$ cat src/rtl/alu_pkg.sv
// Shared ALU definitions: opcode encodings, status flag bit positions,
// opcode classification helpers and the writeback skid buffer state type.
package alu_pkg;

   localparam logic [5:0] OP_ADD = 6'b001001;
   localparam logic [5:0] OP_SUB = 6'b001010;
   localparam logic [5:0] OP_CMP = 6'b010111;
   localparam logic [5:0] OP_TST = 6'b011000;
   localparam logic [5:0] OP_DEC = 6'b011010;

   localparam logic [5:0] OP_MIN = OP_ADD;
   localparam logic [5:0] OP_MAX = OP_DEC;

   localparam int FLG_Z = 0;
   localparam int FLG_C = 1;
   localparam int FLG_N = 2;
   localparam int FLG_O = 3;

   typedef enum logic [1:0] {
      SKID_EMPTY = 2'd0,
      SKID_ONE   = 2'd1,
      SKID_TWO   = 2'd2
   } skid_state_e;

   // Compare and test only update the flags; they never write a register.
   function automatic logic is_flag_only(input logic [5:0] opcode);
      return (opcode == OP_CMP) || (opcode == OP_TST);
   endfunction

   // Anything outside the ALU's contiguous opcode range is illegal.
   function automatic logic is_legal_op(input logic [5:0] opcode);
      return (opcode >= OP_MIN) && (opcode <= OP_MAX);
   endfunction

endpackage

$ cat src/rtl/wb_skid_buffer.sv
// Two-entry skid buffer: an output register that drives the consumer and a
// skid register that catches one extra entry while the consumer stalls.
// ready_o depends only on registered state, so no combinational path runs
// from the downstream ready back to the upstream ready.
module wb_skid_buffer
   import alu_pkg::*;
#(
   parameter int W = 20
) (
   input  logic         clk,
   input  logic         rst,
   input  logic         flush_i,
   input  logic         valid_i,
   output logic         ready_o,
   input  logic [W-1:0] data_i,
   output logic         valid_o,
   input  logic         ready_i,
   output logic [W-1:0] data_o
);

   skid_state_e stateQ;
   logic [W-1:0] outQ;
   logic [W-1:0] skidQ;
   logic         push;
   logic         pop;

   assign ready_o = (stateQ != SKID_TWO);
   assign valid_o = (stateQ != SKID_EMPTY);
   assign data_o  = outQ;
   assign push    = valid_i & ready_o;
   assign pop     = valid_o & ready_i;

   // Occupancy FSM: the output register always holds the oldest entry; the
   // skid register only fills when a push arrives while the output stalls.
   always_ff @(posedge clk) begin
      if (rst) begin
         stateQ <= SKID_EMPTY;
         outQ   <= '0;
         skidQ  <= '0;
      end else if (flush_i) begin
         stateQ <= SKID_EMPTY;
      end else begin
         case (stateQ)
            SKID_EMPTY: begin
               if (push) begin
                  outQ   <= data_i;
                  stateQ <= SKID_ONE;
               end
            end
            SKID_ONE: begin
               if (push && pop) begin
                  outQ <= data_i;
               end else if (push) begin
                  skidQ  <= data_i;
                  stateQ <= SKID_TWO;
               end else if (pop) begin
                  stateQ <= SKID_EMPTY;
               end
            end
            SKID_TWO: begin
               if (pop) begin
                  outQ   <= skidQ;
                  stateQ <= SKID_ONE;
               end
            end
            default: stateQ <= SKID_EMPTY;
         endcase
      end
   end

endmodule

$ cat src/rtl/alu_writeback_stage.sv
// Writeback stage behind the 16-bit ALU: decodes the opcode, keeps the
// architectural {OF,NF,CF,ZF} status register, flags illegal opcodes and
// counts retired writebacks. Buffering lives in wb_skid_buffer.
module alu_writeback_stage
   import alu_pkg::*;
#(
   parameter int DATA_W = 16,
   parameter int REG_AW = 3,
   parameter int CNT_W  = 16
) (
   input  logic              clk,
   input  logic              rst,
   input  logic              in_valid,
   output logic              in_ready,
   input  logic [5:0]        in_opcode,
   input  logic [REG_AW-1:0] in_rd,
   input  logic [16:0]       in_result,
   input  logic              in_zf,
   input  logic              in_cf,
   input  logic              in_nf,
   input  logic              in_of,
   input  logic              flush,
   output logic              wb_valid,
   input  logic              wb_ready,
   output logic              wb_we,
   output logic [REG_AW-1:0] wb_rd,
   output logic [DATA_W-1:0] wb_data,
   output logic [3:0]        flags_q,
   output logic              illegal_op,
   output logic [CNT_W-1:0]  retired_cnt
);

   localparam int ENTRY_W = 1 + REG_AW + DATA_W;

   logic               legalOp;
   logic               accept;
   logic               pop;
   logic [ENTRY_W-1:0] entryIn;
   logic [ENTRY_W-1:0] entryOut;
   logic [3:0]         flagsD;
   logic               unusedCarryOut;

   assign unusedCarryOut = in_result[16];

   assign legalOp = is_legal_op(in_opcode);
   assign accept  = in_valid & in_ready;
   assign pop     = wb_valid & wb_ready;
   assign entryIn = {~is_flag_only(in_opcode), in_rd, in_result[DATA_W-1:0]};

   assign wb_we   = entryOut[ENTRY_W-1];
   assign wb_rd   = entryOut[DATA_W +: REG_AW];
   assign wb_data = entryOut[DATA_W-1:0];

   wb_skid_buffer #(
      .W(ENTRY_W)
   ) skidBuffer (
      .clk    (clk),
      .rst    (rst),
      .flush_i(flush),
      .valid_i(in_valid & legalOp),
      .ready_o(in_ready),
      .data_i (entryIn),
      .valid_o(wb_valid),
      .ready_i(wb_ready),
      .data_o (entryOut)
   );

   // Pack the incoming ALU flags into their status register bit positions.
   always_comb begin
      flagsD        = '0;
      flagsD[FLG_Z] = in_zf;
      flagsD[FLG_C] = in_cf;
      flagsD[FLG_N] = in_nf;
      flagsD[FLG_O] = in_of;
   end

   // Flags commit when a legal op is accepted, even if a flush drops the op.
   always_ff @(posedge clk) begin
      if (rst) begin
         flags_q <= '0;
      end else if (accept && legalOp) begin
         flags_q <= flagsD;
      end
   end

   // An accepted illegal opcode is consumed silently apart from this pulse.
   always_ff @(posedge clk) begin
      if (rst) begin
         illegal_op <= 1'b0;
      end else begin
         illegal_op <= accept & ~legalOp;
      end
   end

   // Every entry handed to the register file counts, including on a flush.
   always_ff @(posedge clk) begin
      if (rst) begin
         retired_cnt <= '0;
      end else if (pop) begin
         retired_cnt <= retired_cnt + 1'b1;
      end
   end

endmodule
$ cat config.mk
export PLATFORM = sky130hd
export DESIGN_NAME = alu_writeback_stage
export DESIGN_NICKNAME = d
export VERILOG_FILES = /design/src/rtl/alu_pkg.sv /design/src/rtl/wb_skid_buffer.sv /design/src/rtl/alu_writeback_stage.sv
export SDC_FILE = /design/constraint.sdc
export NUM_CORES = 1
export LEC_CHECK = 0
export BUFFER_PORTS_ARGS = -buffer_cell sky130_fd_sc_hd__buf_2
export CORE_MARGIN = 4
export CORE_UTILIZATION = 55
export DETAILED_ROUTE_END_ITERATION = 8
export PLACE_DENSITY = 0.87
export SLEW_MARGIN = 25
export SYNTH_ARGS = -nofsm -noshare
export SYNTH_HDL_FRONTEND = slang
export SYNTH_SLANG_ARGS = --single-unit
$ cat constraint.sdc
create_clock -name clk -period 5.7 [get_ports clk]
set_input_delay 0.855 -clock clk [delete_from_list [all_inputs] [get_ports clk]]
set_output_delay 0.855 -clock clk [all_outputs]
set_load 0.03 [all_outputs]
==> run_results.csv <==
group,metric,value,unit
synth,synth_edf_count,0,
clock_tree,cts-root-buf,"clkbuf_8",
routing,wirelength,6360,µm
synth,synthArstFlopShare,0,%
sta,rsz0062_at_grt,"no",
worst_setup_path,slowest_stage,"nor2b_2",
grt,grt_pass1_vias,2491,
clock_tree,clockBufferDepth,2,
clock_tree,post_cts_buffers,0,
sta,period_needed,3.54,ns
sta,finalCritPeriodShare,62.1,%
synth,synth_compound_area_share,10.6,%
synth,synth_top_family_by_area,"simple AND/OR/NAND/NOR gates",
layout,drive_gt1_share,26.8,%
layout,areaGrowthSynthToFinish,21.2,%
routing,viasPerCell,5.57,
clock_tree,cts.htree.levels,3,
hold_path,whs_path_depth,2,
worst_setup_path,crit_start,"skidBuffer.stateQ[1]",
sta,tns,0,ns
synth,synth_cell_types,37,
sta,tightest_slew,0.922,ns
sta,finClkSkew,0.0112,ns
worst_setup_path,worstPathArrival,2.68,ns
worst_setup_path,critPathMaxStageDelay,0.82,ns
worst_setup_path,cp_num_buf_inv,2,
sta,slew_headroom,38.3,%
sta,slew_viol_final,0,
grt,antenna_found_initial,0,
worst_setup_path,r2r_start,"skidBuffer.stateQ[1]",
die,ioPinCount,78,
worst_setup_path,cp_cell_sequence,"nor2b_2 -> inv_1 -> buf_2",
synth,syn-mean-instance-area,8.79,µm²
clock_tree,hold_buffers,0,
worst_setup_path,r2r_setup_slack,2.42,ns
hold_path,min_from,"skidBuffer.skidQ[0]",
hold_path,hp-class,"register to register",
synth,synth_simple_gate_area_share,23.1,%
placed_design,dp_hpwl,4220,µm
synth,synthesis.nets,341,
grt,grt_overflow,0,
die,die_x,77.8,µm
sta,fmax,283,MHz
worst_setup_path,r2r_end,"skidBuffer.data_o[13]",
layout,fin_nets,408,
synth,synthesis.area,2680,µm²
synth,synth_flop_cell,"dfxtp_1",
outcome,status,"finished clean",
power,power.total,896,µW
routing,drc,0,
clock_tree,cts_tree,"built",
routing,firstDrtPassIters,4,
power,power.density,276,nW/µm²
clock_tree,clock-sinks,63,
placed_design,gp_congestion,0.811,
routing,wire_per_inst,14.3,µm
synth,netlist_instances,305,
grt,grt_first_pass_wirelength,10600,µm
worst_setup_path,critical_path_depth,3,
die,rows,25,
clock_tree,post_cts_resized,0,
worst_setup_path,reg2reg_depth,6,
grt,grt_max_degree,65,
synth,ys_ff_latch,63,
clock_tree,clk_pin_slew,0.08,ns
synth,synth_xor_area_share,4.58,%
routing,drtIter0Drc,168,
die,dieArea,6050,µm²
worst_setup_path,critPathCapture,"in_ready",
synth,synth.top_cell.area_share,47.1,%
worst_setup_path,critPathTopFamily,"buffers and inverters",
worst_setup_path,worstPathMaxFanout,24,
worst_setup_path,worstSetupPathType,"register to output pin",
sta,hold_viol,0,
synth,synth_area_leaders,"dfxtp_1 47%, mux2i_1 9.3%, nand2_1 6.6%",
flow_run,drv_cap,0,
grt,grt_use_total,21.5,%
clock_tree,numCtsBuffers,9,
power,leakage,0.00151,µW
routing,antenna_left,0,
power,ir_worst_vdd,0.177,mV
worst_setup_path,cp-end-kind,"output pin",
worst_setup_path,required,4.85,ns
synth,synth.mux.area_fraction,10.2,%
layout,antenna_cells,0,
die,die_height,77.8,µm
synth,yosysWarningCount,0,
placed_design,io_buffers,76,
synth,synth_area_leader_cell,"dfxtp_1",
clock_tree,clk_latency,0.34,ns
sta,setup_viol_count_final,0,
synth,synth_adder_area_share,0.467,%
synth,seq_area_frac_synth,47.1,%
die,start_util,56.7,%
worst_setup_path,critPathLaunchType,"register",
routing,vias,2474,
die,fp.coreArea,4720,µm²
[registers in the layout, summed over array words and instances (netlist names)]
signal and cells:
flags_q 4, illegal_op 1, retired_cnt 16, skidBuffer.data_o 20, skidBuffer.skidQ 20, skidBuffer.stateQ 2
[tightest hold or removal path, cell delays in order (launching register included)]
cell,delay (ns)
dfxtp_1,0.31
nand2_1,0.05
a311oi_1,0.07
[how the worst min path moves through the flow]
stage,end,slack (ns)
2_1_floorplan,skidBuffer.data_o[10],0.46
3_3_place_gp,skidBuffer.data_o[19],0.46
3_5_place_dp,skidBuffer.data_o[19],0.47
4_1_cts,skidBuffer.data_o[8],0.48
5_1_grt,skidBuffer.data_o[0],0.50
6_report,skidBuffer.data_o[0],0.47
[power breakdown]
part / switching, µW / total (µW) / internal, µW
Clock: 179 / 349 / 171
Combinational: 57.4 / 89.7 / 32.3
Sequential: 5.69 / 457 / 451
Total: 242 / 896 / 654
[routing by layer]
layer,track usage (%),wire length (µm)
met1,25.1,2720
met2,36.5,3180
met3,4.76,390
met4,11.4,70
met5,0,0
[per-stage QoR]
stage	hold slack (ns)	std cells	util (%)	area (µm²)	setup slack (ns)
after global routing	0.500	444	68.8	3250	2.00
after global placement	0.461	428	64.9	3070	2.52
after floorplan	0.460	305	-	2680	3.18
after CTS	0.479	444	68.7	3250	2.19
final	0.472	444	68.8	3250	2.16
after detailed placement	0.470	428	64.9	3070	2.45
[kinds of logic (layout without fill, tap and decap cells)]
| logic type | after synthesis | in the layout |
|---|---|---|
| adder cells (fa/ha/maj) | 1 | 1 |
| multiplexers | 27 | 27 |
| flip-flops | 63 | 63 |
| AO/OA/AOI/OAI | 35 | 35 |
| XOR/XNOR | 14 | 14 |
| AND/OR/NAND/NOR | 140 | 140 |
| buffers and inverters | 25 | 97 |
[synthesized netlist by cell type (2+ instances only)]
| cell type | instances |
|---|---|
| dfxtp_1 | 63 |
| nand2_1 | 47 |
| nor2_1 | 44 |
| mux2i_1 | 25 |
| nor3_1 | 24 |
| a311oi_1 | 20 |
| clkbuf_1 | 19 |
| xor2_1 | 9 |
| nand3_1 | 5 |
| xnor2_1 | 5 |
| inv_1 | 4 |
| nor4_1 | 4 |
| o21ai_0 | 4 |
| nand4_1 | 3 |
| and3_1 | 2 |
| buf_6 | 2 |
| mux2_2 | 2 |
| nor2b_1 | 2 |
| o21a_1 | 2 |
| or2_2 | 2 |
[layout by cell type, fill, tap and decap left out, types with 2 or more instances in the layout]
cell | synthesis | final
a311oi_1 | 20 | 20
and3_1 | 2 | 2
buf_2 | 0 | 75
buf_4 | 0 | 2
clkbuf_8 | 0 | 10
clkinv_2 | 0 | 2
clkinvlp_4 | 0 | 2
dfxtp_1 | 63 | 63
inv_1 | 4 | 4
inv_6 | 0 | 2
mux2_2 | 2 | 2
mux2i_1 | 25 | 25
nand2_1 | 47 | 47
nand3_1 | 5 | 5
nand4_1 | 3 | 3
nor2_1 | 44 | 44
nor3_1 | 24 | 23
nor4_1 | 4 | 4
o21a_1 | 2 | 2
o21ai_0 | 4 | 4
or2_2 | 2 | 2
xnor2_1 | 5 | 5
xor2_1 | 9 | 9
[layout make-up]
| class | instances | area, µm² |
|---|---|---|
| Clock buffer | 10 | 138 |
| Clock inverter | 6 | 42.5 |
| Fill cell | 389 | 1470 |
| Inverter | 4 | 15.0 |
| Multi-Input combinational cell | 217 | 1320 |
| Sequential cell | 63 | 1260 |
| Tap cell | 67 | 83.8 |
| Timing Repair Buffer | 77 | 390 |
No activity file was read; power rests on OpenSTA's default activity.
